<file path="src/rtl/fifo_pkg.sv">
// fifo_pkg -- shared definitions for the FIFO stream reader.
//   FIFO_WIDTH  : default data word width
//   RD_LAT      : FIFO read latency in cycles (o_rden -> i_rddata)
//   rdr_state_t : reader FSM states (IDLE, STREAM, FULL)
//   state_of()  : maps buffer occupancy and in-flight flag to an FSM state
package fifo_pkg;

    localparam int FIFO_WIDTH = 128;
    localparam int RD_LAT     = 1;

    typedef enum logic [1:0] {
        IDLE   = 2'd0,
        STREAM = 2'd1,
        FULL   = 2'd2
    } rdr_state_t;

    function automatic rdr_state_t state_of(input logic [1:0] occ, input logic pend);
        rdr_state_t s;
        if (occ == 2'd2)
            s = FULL;
        else if (occ != 2'd0 || pend)
            s = STREAM;
        else
            s = IDLE;
        return s;
    endfunction

endpackage

</file>
<file path="src/rtl/fifo_skid_buf.sv">
// fifo_skid_buf -- 2-entry in-order buffer holding words returned by the FIFO
// until the stream consumer takes them.
// Ports:
//   clk   : clock
//   rstn  : synchronous active-high reset (clears contents and occupancy)
//   clear : synchronous discard of all buffered words (contents kept, occ -> 0)
//   push  : write din at the tail
//   pop   : drop the head entry
//   din   : word to write
//   dout  : head entry
//   occ   : number of valid entries, 0..2
module fifo_skid_buf
    import fifo_pkg::*;
#(
    parameter int WIDTH = FIFO_WIDTH
) (
    input  logic             clk,
    input  logic             rstn,
    input  logic             clear,
    input  logic             push,
    input  logic             pop,
    input  logic [WIDTH-1:0] din,
    output logic [WIDTH-1:0] dout,
    output logic [1:0]       occ
);

    // ent0 is always the head; ent1 only holds data when occ == 2
    logic [WIDTH-1:0] ent0;
    logic [WIDTH-1:0] ent1;

    always_ff @(posedge clk) begin
        if (rstn) begin
            ent0 <= '0;
            ent1 <= '0;
            occ  <= 2'd0;
        end else if (clear) begin
            occ  <= 2'd0;
        end else begin
            case ({push, pop})
                2'b10: begin
                    if (occ == 2'd0) ent0 <= din;
                    else             ent1 <= din;
                    occ <= occ + 2'd1;
                end
                2'b01: begin
                    ent0 <= ent1;
                    occ  <= occ - 2'd1;
                end
                2'b11: begin
                    // occupancy unchanged: head advances, new word lands at tail
                    if (occ == 2'd1) begin
                        ent0 <= din;
                    end else begin
                        ent0 <= ent1;
                        ent1 <= din;
                    end
                end
                default: ;
            endcase
        end
    end

    assign dout = ent0;

    // The read gating upstream must never let a word arrive into a full buffer
    a_no_overflow: assert property (@(posedge clk) disable iff (rstn || clear)
        !(push && !pop && occ == 2'd2));

endmodule

</file>
<file path="src/rtl/fifo_stream_reader.sv">
// fifo_stream_reader -- pulls words from a 1-cycle-latency FIFO and presents
// them as a valid/ready stream at up to one word per cycle.
// Optional feature: define FIFO_RDR_XFER_CNT_EN to add o_xfer_cnt, a wrapping
// count of accepted stream words (cleared only by reset).
// Ports:
//   clk        : clock
//   rstn       : synchronous active-high reset
//   i_en       : read enable (buffered words still drain when low)
//   i_flush    : discard buffered and in-flight words
//   i_empty    : FIFO empty flag
//   i_rddata   : FIFO read data, valid one cycle after o_rden
//   o_rden     : FIFO read strobe
//   o_valid    : stream word available
//   i_ready    : stream consumer accepts the word
//   o_data     : stream word (head of buffer)
//   o_xfer_cnt : accepted-word counter (only with FIFO_RDR_XFER_CNT_EN)
//   o_busy     : reader not IDLE
module fifo_stream_reader
    import fifo_pkg::*;
#(
    parameter int WIDTH = FIFO_WIDTH,
    parameter int CNT_W = 32
) (
    input  logic             clk,
    input  logic             rstn,
    input  logic             i_en,
    input  logic             i_flush,
    input  logic             i_empty,
    input  logic [WIDTH-1:0] i_rddata,
    output logic             o_rden,
    output logic             o_valid,
    input  logic             i_ready,
    output logic [WIDTH-1:0] o_data,
`ifdef FIFO_RDR_XFER_CNT_EN
    output logic [CNT_W-1:0] o_xfer_cnt,
`endif
    output logic             o_busy
);

    if (CNT_W < 1) begin : g_bad_cnt_w
        $error("CNT_W must be at least 1");
    end
    if (RD_LAT != 1) begin : g_bad_rd_lat
        $error("reader pipeline is built for a read latency of 1");
    end

    logic [1:0] occ;
    logic [1:0] occ_nxt;
    logic       pend;
    logic       pop;
    logic       push;
    logic [2:0] room;
    rdr_state_t state;
    rdr_state_t state_nxt;

    assign o_valid = (occ != 2'd0);
    assign pop     = o_valid && i_ready;
    assign push    = pend;

    // Slots committed after this cycle: buffered + in flight - leaving now.
    // pop implies occ >= 1, so this never underflows.
    assign room   = {1'b0, occ} + {2'b00, pend} - {2'b00, pop};
    assign o_rden = i_en && !i_empty && !i_flush && !rstn && (room < 3'd2);

    fifo_skid_buf #(.WIDTH(WIDTH)) u_buf (
        .clk   (clk),
        .rstn  (rstn),
        .clear (i_flush),
        .push  (push),
        .pop   (pop),
        .din   (i_rddata),
        .dout  (o_data),
        .occ   (occ)
    );

    // In-flight flag: the word strobed this cycle is on i_rddata next cycle
    always_ff @(posedge clk) begin
        if (rstn || i_flush) pend <= 1'b0;
        else                 pend <= o_rden;
    end

    // FSM tracks the occupancy/in-flight pair the buffer will hold next cycle
    always_ff @(posedge clk) begin
        if (rstn) state <= IDLE;
        else      state <= state_nxt;
    end

    always_comb begin
        occ_nxt   = occ;
        state_nxt = state;
        if (i_flush)
            occ_nxt = 2'd0;
        else
            occ_nxt = occ + {1'b0, push} - {1'b0, pop};
        state_nxt = state_of(occ_nxt, o_rden);
    end

    assign o_busy = (state != IDLE);

`ifdef FIFO_RDR_XFER_CNT_EN
    logic [CNT_W-1:0] xfer_cnt;

    always_ff @(posedge clk) begin
        if (rstn)     xfer_cnt <= '0;
        else if (pop) xfer_cnt <= xfer_cnt + {{(CNT_W-1){1'b0}}, 1'b1};
    end

    assign o_xfer_cnt = xfer_cnt;
`endif

endmodule

</file>
<file path="config.mk">
export PLATFORM = sky130hd
export DESIGN_NAME = fifo_stream_reader
export DESIGN_NICKNAME = d
export VERILOG_FILES = /design/src/rtl/fifo_pkg.sv /design/src/rtl/fifo_skid_buf.sv /design/src/rtl/fifo_stream_reader.sv
export SDC_FILE = /design/constraint.sdc
export NUM_CORES = 1
export LEC_CHECK = 0
export CORE_MARGIN = 8
export CORE_UTILIZATION = 25
export DETAILED_ROUTE_END_ITERATION = 7
export PLACE_DENSITY_LB_ADDON = 0.25
export SLEW_MARGIN = 30
export SYNTH_ARGS = -nofsm -noshare
export SYNTH_HDL_FRONTEND = slang
export SYNTH_SLANG_ARGS = --single-unit
</file>
<file path="constraint.sdc">
create_clock -name clk -period 2.8 [get_ports clk]
set_input_delay 0.28 -clock clk [delete_from_list [all_inputs] [get_ports clk]]
set_output_delay 0.28 -clock clk [all_outputs]
set_load 0.01 [all_outputs]
</file>
==> impl_metrics.json, run 1 <==
{
  "synth_seq_area_share": 0.5075,
  "ir_worst_vdd_v": 0.0004326,
  "startpoint_type": "flop",
  "area_growth_syn_to_layout_pct": 41.89,
  "slowest_delay_ns": 0.47,
  "worstPathMaxFanout": 2,
  "drtIter0Drc": 735,
  "ys_warn_count": 0,
  "drive_above_1_share": 0.07553,
  "hold_ws_ns": 0.2967,
  "r2r_setup_slack_ns": 0.03,
  "synth_nets": 1447,
  "maxCapViolCount": 0,
  "ctsLongestPathBuffers": 3,
  "rsz0062_at_grt": "yes",
  "path_cells": "inv_2 -> ha_4 -> nor2b_4 -> xnor2_2 -> ha_2 -> fa_2 -> nor3_4 -> nand2_1 -> nor3_2 -> buf_2",
  "fp.dieH_um": 218.9,
  "clk_pin_slew_ns": 0.06,
  "worstSetupPathType": "flop to primary output",
  "fin_crit_ns": 2.907,
  "wl_per_cell_um": 15.88,
  "sequentialPowerShare": 0.442,
  "grt_overflow": 0,
  "swShare": 0.2243,
  "period_share": 1.038,
  "intPower_uw": 6690,
  "dp_hpwl_mm": 20.18,
  "root_buffer": "clkbuf_16",
  "critPathSlowestCell": "fa_2",
  "routabilityCongestion": 0.7681,
  "clock_power_share": 0.477,
  "die-area_um2": 47930,
  "post-route-cell-area_um2": 14610,
  "fin_cells": 2081,
  "post-place-ws_ns": -0.3850,
  "ys_ff_latch": 261,
  "start_util": 0.2527,
  "ys_top_cells_by_area": "dfxtp_1 (51%), nand2_1 (19%), a311oi_1 (10%)",
  "holdBufCountCts": 0,
  "layout_setup_ws_ns": -0.1070,
  "outcome": "complete, but fails checks",
  "synth_cells": 1309,
  "ant_nets": 0,
  "core-area_um2": 40740,
  "p_leak_uw": 0.004888,
  "worstPathRequired_ns": 2.52,
  "clk_latency_ns": 0.56,
  "combPwrFrac": 0.080,
  "io_pins": 265,
  "rows": 74,
  "end_kind": "primary output",
  "drc": 0,
  "cts_sinks": 261,
  "antenna_found_initial": 0,
  "antenna_cells": 0,
  "placed_cells": 2014,
  "fmax_ghz": 0.3440,
  "violations": "negative setup slack",
  "tns_ns": -0.1070,
  "relSlewSlack": 0.4214,
  "tightest_slew_ns": 0.8679,
  "yosysTopAreaCell": "dfxtp_1",
  "arrival_ns": 2.63,
  "drv_slew": 0,
  "synth_top_area_share": 0.5075,
  "numCtsBuffers": 30,
  "grt_pass1_vias": 9179,
  "routed_wirelength_mm": 33.04,
  "cts_htree_levels": 1,
  "place_area_um2": 13400,
  "syn_area_um2": 10300,
  "hp-class": "input pin to flop",
  "cts_tree": "built",
  "setup_violations": 1,
  "drt-vias-per-instance": 4.613,
  "syn_avg_cell_area_um2": 7.866,
  "p_sw_uw": 1934,
  "die_x_um": 218.9,
  "finClkSkew_ns": 0.01023,
  "fin_nets": 1663,
  "grt_pass1_wl_mm": 51.96,
  "ys_types": 24,
  "vias": 9599,
  "grt_max_degree": 158,
  "grt_util_all_layers": 0.1318,
  "drtPass1Iterations": 5,
  "p_per_area_nw_per_um2": 590.3,
  "io_buffer_count": 264,
  "hold_viol": 0
}
==> kinds of logic (layout without fill, tap and decap cells) <==
| group | after synthesis | after routing | share of synthesized area |
|---|---|---|---|
| flip-flops | 261 | 261 | 0.5075 |
| AO/OA/AOI/OAI | 260 | 260 | 0.1801 |
| adder cells (fa/ha/maj) | 4 | 4 | 0.005590 |
| buffers and inverters | 118 | 358 | 0.05882 |
| AND/OR/NAND/NOR | 663 | 663 | 0.2455 |
| XOR/XNOR | 3 | 3 | 0.002552 |
==> timing repair <==
| item | CTS | global route |
|---|---|---|
| buffers inserted | 9 | 3 |
| pin swaps | 7 | 8 |
| endpoints found under the setup margin | 1 | 2 |
| resized for setup | 16 | 10 |
==> layout by cell type (no fill, tap or decap), types with 4 or more instances in the layout <==
cell type,n
a311oi_2,10
a21oi_1,129
a311oi_1,118
bufinv_16,4
buf_12,13
buf_4,16
clkbuf_1,6
clkinv_2,8
dfxtp_1,259
clkdlybuf4s50_1,262
nand2_1,518
clkbuf_8,7
clkbuf_16,31
buf_6,6
nor2_1,130
==> layer usage <==
layer	global-route usage	up-vias	share of wire
li1	-	4828	-
met1	0.1741	4485	0.45
met2	0.2106	247	0.46
met3	0.03359	39	0.071
met4	0.03692	0	0.020
met5	0	-	0
==> power groups by stage <==
stage / combinational (µW) / clock [µW] / sequential (µW)
after floorplan: 240 / 0 / 3910
after global placement: 677 / 0 / 3890
after detailed placement: 680 / 0 / 3890
after CTS: 695 / 4290 / 3810
after global routing: 755 / 4440 / 3820
final: 694 / 4120 / 3810
==> area by class of cell <==
type,count,area [µm²]
fillers,4189,26130
multi-input cells,930,4567
clock inverters,13,167.7
clock buffers,43,880.8
inverters,3,11.26
repair buffers,299,3089
flip-flops and latches,261,5228
well taps,532,665.6
==> synthesized netlist by cell type <==
cell type	instances
nand2_1	519
dfxtp_1	261
nor2_1	130
a21oi_1	129
a311oi_1	118
buf_2	52
clkbuf_1	44
buf_6	11
a311oi_2	10
nor3_1	6
buf_1	4
buf_4	4
ha_1	3
inv_1	3
xnor2_1	3
a21oi_2	2
and3_1	2
nor4b_1	2
a211oi_1	1
fa_1	1
nand2b_4	1
nand3_1	1
nor2b_1	1
or2_2	1
==> final timing paths <==
| kind | cells after the start | to | start |
|---|---|---|---|
| max | 10 | o_rden | u_buf.occ[1]$_SDFFE_PP0P_ |
| min | 3 | u_buf.ent1[71]$_SDFFE_PP0P_ | i_rddata[71] |
| max reg2reg | 16 | pend$_SDFF_PP0_ | u_buf.occ[1]$_SDFFE_PP0P_ |
| min reg2reg | 2 | u_buf.ent1[116]$_SDFFE_PP0P_ | u_buf.ent1[116]$_SDFFE_PP0P_ |
==> stage by stage <==
step / utilization / total power, µW
after detailed placement: 0.3288 / 4574
after global placement: 0.3288 / 4570
final: 0.3586 / 8624
after floorplan: - / 4155
after global routing: 0.3586 / 9011
after CTS: 0.3572 / 8798
==> critical path: cells and delay by family (launching register included) <==
family / cells / cell delay, ns
flops: 1 / 0.34
xor+xnor: 1 / 0.13
buf+inv: 2 / 0.21
simple gates: 4 / 0.57
fa+ha+maj: 3 / 0.83
==> registers in the layout (all words and copies together) (netlist names) <==
signal	count
u_buf.ent1	128
u_buf.dout	128
pend	1
state	2
u_buf.occ	2
(Power assumes the default switching activity.)
==> run 2: changes to the inputs <==
RECOVER_POWER = 100   (was unset)
==> results of run 2 <==
Final layout, timing and power as in run 1 (identical DEF).
==> run 3: changes to the inputs <==
CTS_CLUSTER_DIAMETER = 50   (was unset)
==> run 3 against run 2 <==
Against the previous run:
- the run still ends with negative setup slack left
- sequential cell count unchanged
- core utilization up 0.53 points
- clock-buffer cell count up 9
- wire length up 0.87%
- first-iteration DRC count down 12%
- critical path depth unchanged
- worst setup slack better by 0.054 ns
- critical path type unchanged
==> impl_metrics.json, run 3 (synthesized netlist as in run 1, its figures left out) <==
{
  "outcome": "complete, but fails checks",
  "hold_depth": 3,
  "crit_buf_inv": 2,
  "r2r-end": "pend$_SDFF_PP0_",
  "wl_per_cell_um": 15.91,
  "fmax_ghz": 0.3505,
  "timing.rr.start": "u_buf.occ[0]$_SDFFE_PP0P_",
  "numCtsBuffers": 38,
  "vias": 9711,
  "drive_above_1_share": 0.08003,
  "layout_common_cells": "nand2_1 (518), clkdlybuf4s50_1 (262), dfxtp_1 (259), nor2_1 (130), a21oi_1 (129)",
  "rsz0062_at_grt": "yes",
  "drc": 0,
  "reg2reg_depth": 16,
  "ir_worst_vdd_v": 0.0003784,
  "clk_pin_slew_ns": 0.06,
  "clk_latency_ns": 0.54,
  "cts_htree_levels": 2,
  "slowest_delay_ns": 0.46,
  "violations": "negative setup slack",
  "min_to": "u_buf.ent1[127]$_SDFFE_PP0P_",
  "rows": 74,
  "grt_pass1_wl_mm": 52.03,
  "arrival_ns": 2.57,
  "worstPathMaxFanout": 2,
  "dp_hpwl_mm": 20.18,
  "post-route-cell-area_um2": 14830,
  "p_leak_uw": 0.004973,
  "root_buffer": "clkbuf_16",
  "maxCapViolCount": 0,
  "grt_pass1_vias": 9284,
  "ctsLongestPathBuffers": 3,
  "fin_cells": 2095,
  "hp-class": "input pin to flop",
  "fin_nets": 1672,
  "grt_max_degree": 158,
  "setup_violations": 1,
  "antenna_found_initial": 1,
  "routed_wirelength_mm": 33.32,
  "cts_sinks": 261,
  "min_from": "i_rddata[127]",
  "routabilityCongestion": 0.7681,
  "io_buffer_count": 264,
  "critical-path-top-delay-family": "adder cells",
  "die-area_um2": 47930,
  "cts_tree": "built",
  "worstSetupPathType": "flop to primary output",
  "hold_viol": 0,
  "path_cells": "inv_2 -> ha_4 -> nor2b_4 -> xnor2_2 -> ha_2 -> fa_2 -> nor3_4 -> nand2_1 -> nor3_2 -> buf_2",
  "finClkSkew_ns": 0.02266,
  "ant_nets": 0,
  "drt-vias-per-instance": 4.635,
  "area_growth_syn_to_layout_pct": 43.99,
  "place_area_um2": 13400,
  "die_x_um": 218.9,
  "placed_cells": 2014,
  "period_share": 1.019,
  "drv_slew": 0,
  "fp.dieH_um": 218.9,
  "grt_overflow": 0,
  "grt_util_all_layers": 0.1337,
  "worstPathRequired_ns": 2.52,
  "tightest_slew_ns": 0.9471,
  "tns_ns": -0.05307,
  "critPathSlowestCell": "fa_2",
  "core-area_um2": 40740,
  "relSlewSlack": 0.3686,
  "fin_crit_ns": 2.853,
  "drtIter0Drc": 648,
  "hold_ws_ns": 0.3255,
  "io_pins": 265,
  "end_kind": "primary output",
  "final_common_cell": "nand2_1",
  "startpoint_type": "flop",
  "start_util": 0.2527,
  "holdBufCountCts": 0,
  "r2r_setup_slack_ns": 0.06,
  "drtPass1Iterations": 5,
  "p_per_area_nw_per_um2": 626.6,
  "layout_setup_ws_ns": -0.05307
}
run 3: cell types whose count changed in the layout (fill, tap and decap cells not counted), sizes merged:
cell / before / now
buf: 36 / 37
diode: 0 / 1
clkbuf: 44 / 53
inv: 3 / 7
clkinv: 8 / 7
clkinvlp: 1 / 2
bufinv: 4 / 3
run 3: worst register-to-register path: stages (launching register included):
cell and delay [ns]:
dfxtp_2 0.33, inv_2 0.05, ha_4 0.16, nor2b_4 0.13, xnor2_2 0.13, ha_2 0.21
fa_2 0.47, nor3_4 0.20, nand2_1 0.10, buf_4 0.14, buf_6 0.10, buf_6 0.10
buf_6 0.10, buf_6 0.10, buf_6 0.10, buf_6 0.10, nor3_2 0.13
run 3: cell type report:
| cell class | count | area, µm² |
|---|---|---|
| fillers | 4169 | 25910 |
| clock buffers | 52 | 1087 |
| repair buffers | 300 | 3097 |
| well taps | 532 | 665.6 |
| clock inverters | 16 | 182.7 |
| inverters | 3 | 11.26 |
| multi-input cells | 930 | 4552 |
| diodes | 1 | 2.502 |
| flip-flops and latches | 261 | 5228 |
run 3: repair_timing:
| item | CTS | global route |
|---|---|---|
| setup buffers | 9 | 4 |
| endpoints found under the setup margin | 1 | 2 |
| pin swaps | 7 | 8 |
| resized for setup | 16 | 9 |
run 3: routing by layer:
metal / up-vias / GRT usage / routed length [µm]
met3: 51 / 0.03993 / 2384
met2: 251 / 0.2094 / 14970
met4: 0 / 0.05049 / 854
met1: 4556 / 0.1716 / 15110
met5: - / 0 / 0
li1: 4853 / - / -
run 3: power by group:
part | leakage (µW) | total (µW) | switching, µW | internal (µW)
logic | 0.00225 | 693 | 322 | 371
clock network | 0.000619 | 4780 | 1770 | 3010
registers | 0.00211 | 3820 | 36.5 | 3780
run 3: per-stage QoR:
step | worst slack [ns] | util | total power (µW)
after floorplan | 0.2298 | - | 4155
after global placement | -0.3253 | 0.3288 | 4570
after detailed placement | -0.3850 | 0.3288 | 4574
after CTS | -0.1813 | 0.3626 | 9461
after global routing | -0.1599 | 0.3639 | 9663
final | -0.05307 | 0.3639 | 9289
run 3: worst max path at each step:
| stage | from | end | slack, ns | depth (start not counted) |
|---|---|---|---|---|
| 6_report | u_buf.occ[0]$_SDFFE_PP0P_ | o_rden | -0.05 | 10 |
| 5_1_grt | u_buf.occ[1]$_SDFFE_PP0P_ | o_rden | -0.16 | 10 |
| 4_1_cts | u_buf.occ[1]$_SDFFE_PP0P_ | o_rden | -0.18 | 10 |
| 3_5_place_dp | i_ready | o_rden | -0.39 | 9 |
| 3_3_place_gp | i_ready | o_rden | -0.33 | 9 |
| 2_1_floorplan | u_buf.occ[1]$_SDFFE_PP0P_ | o_rden | 0.23 | 9 |
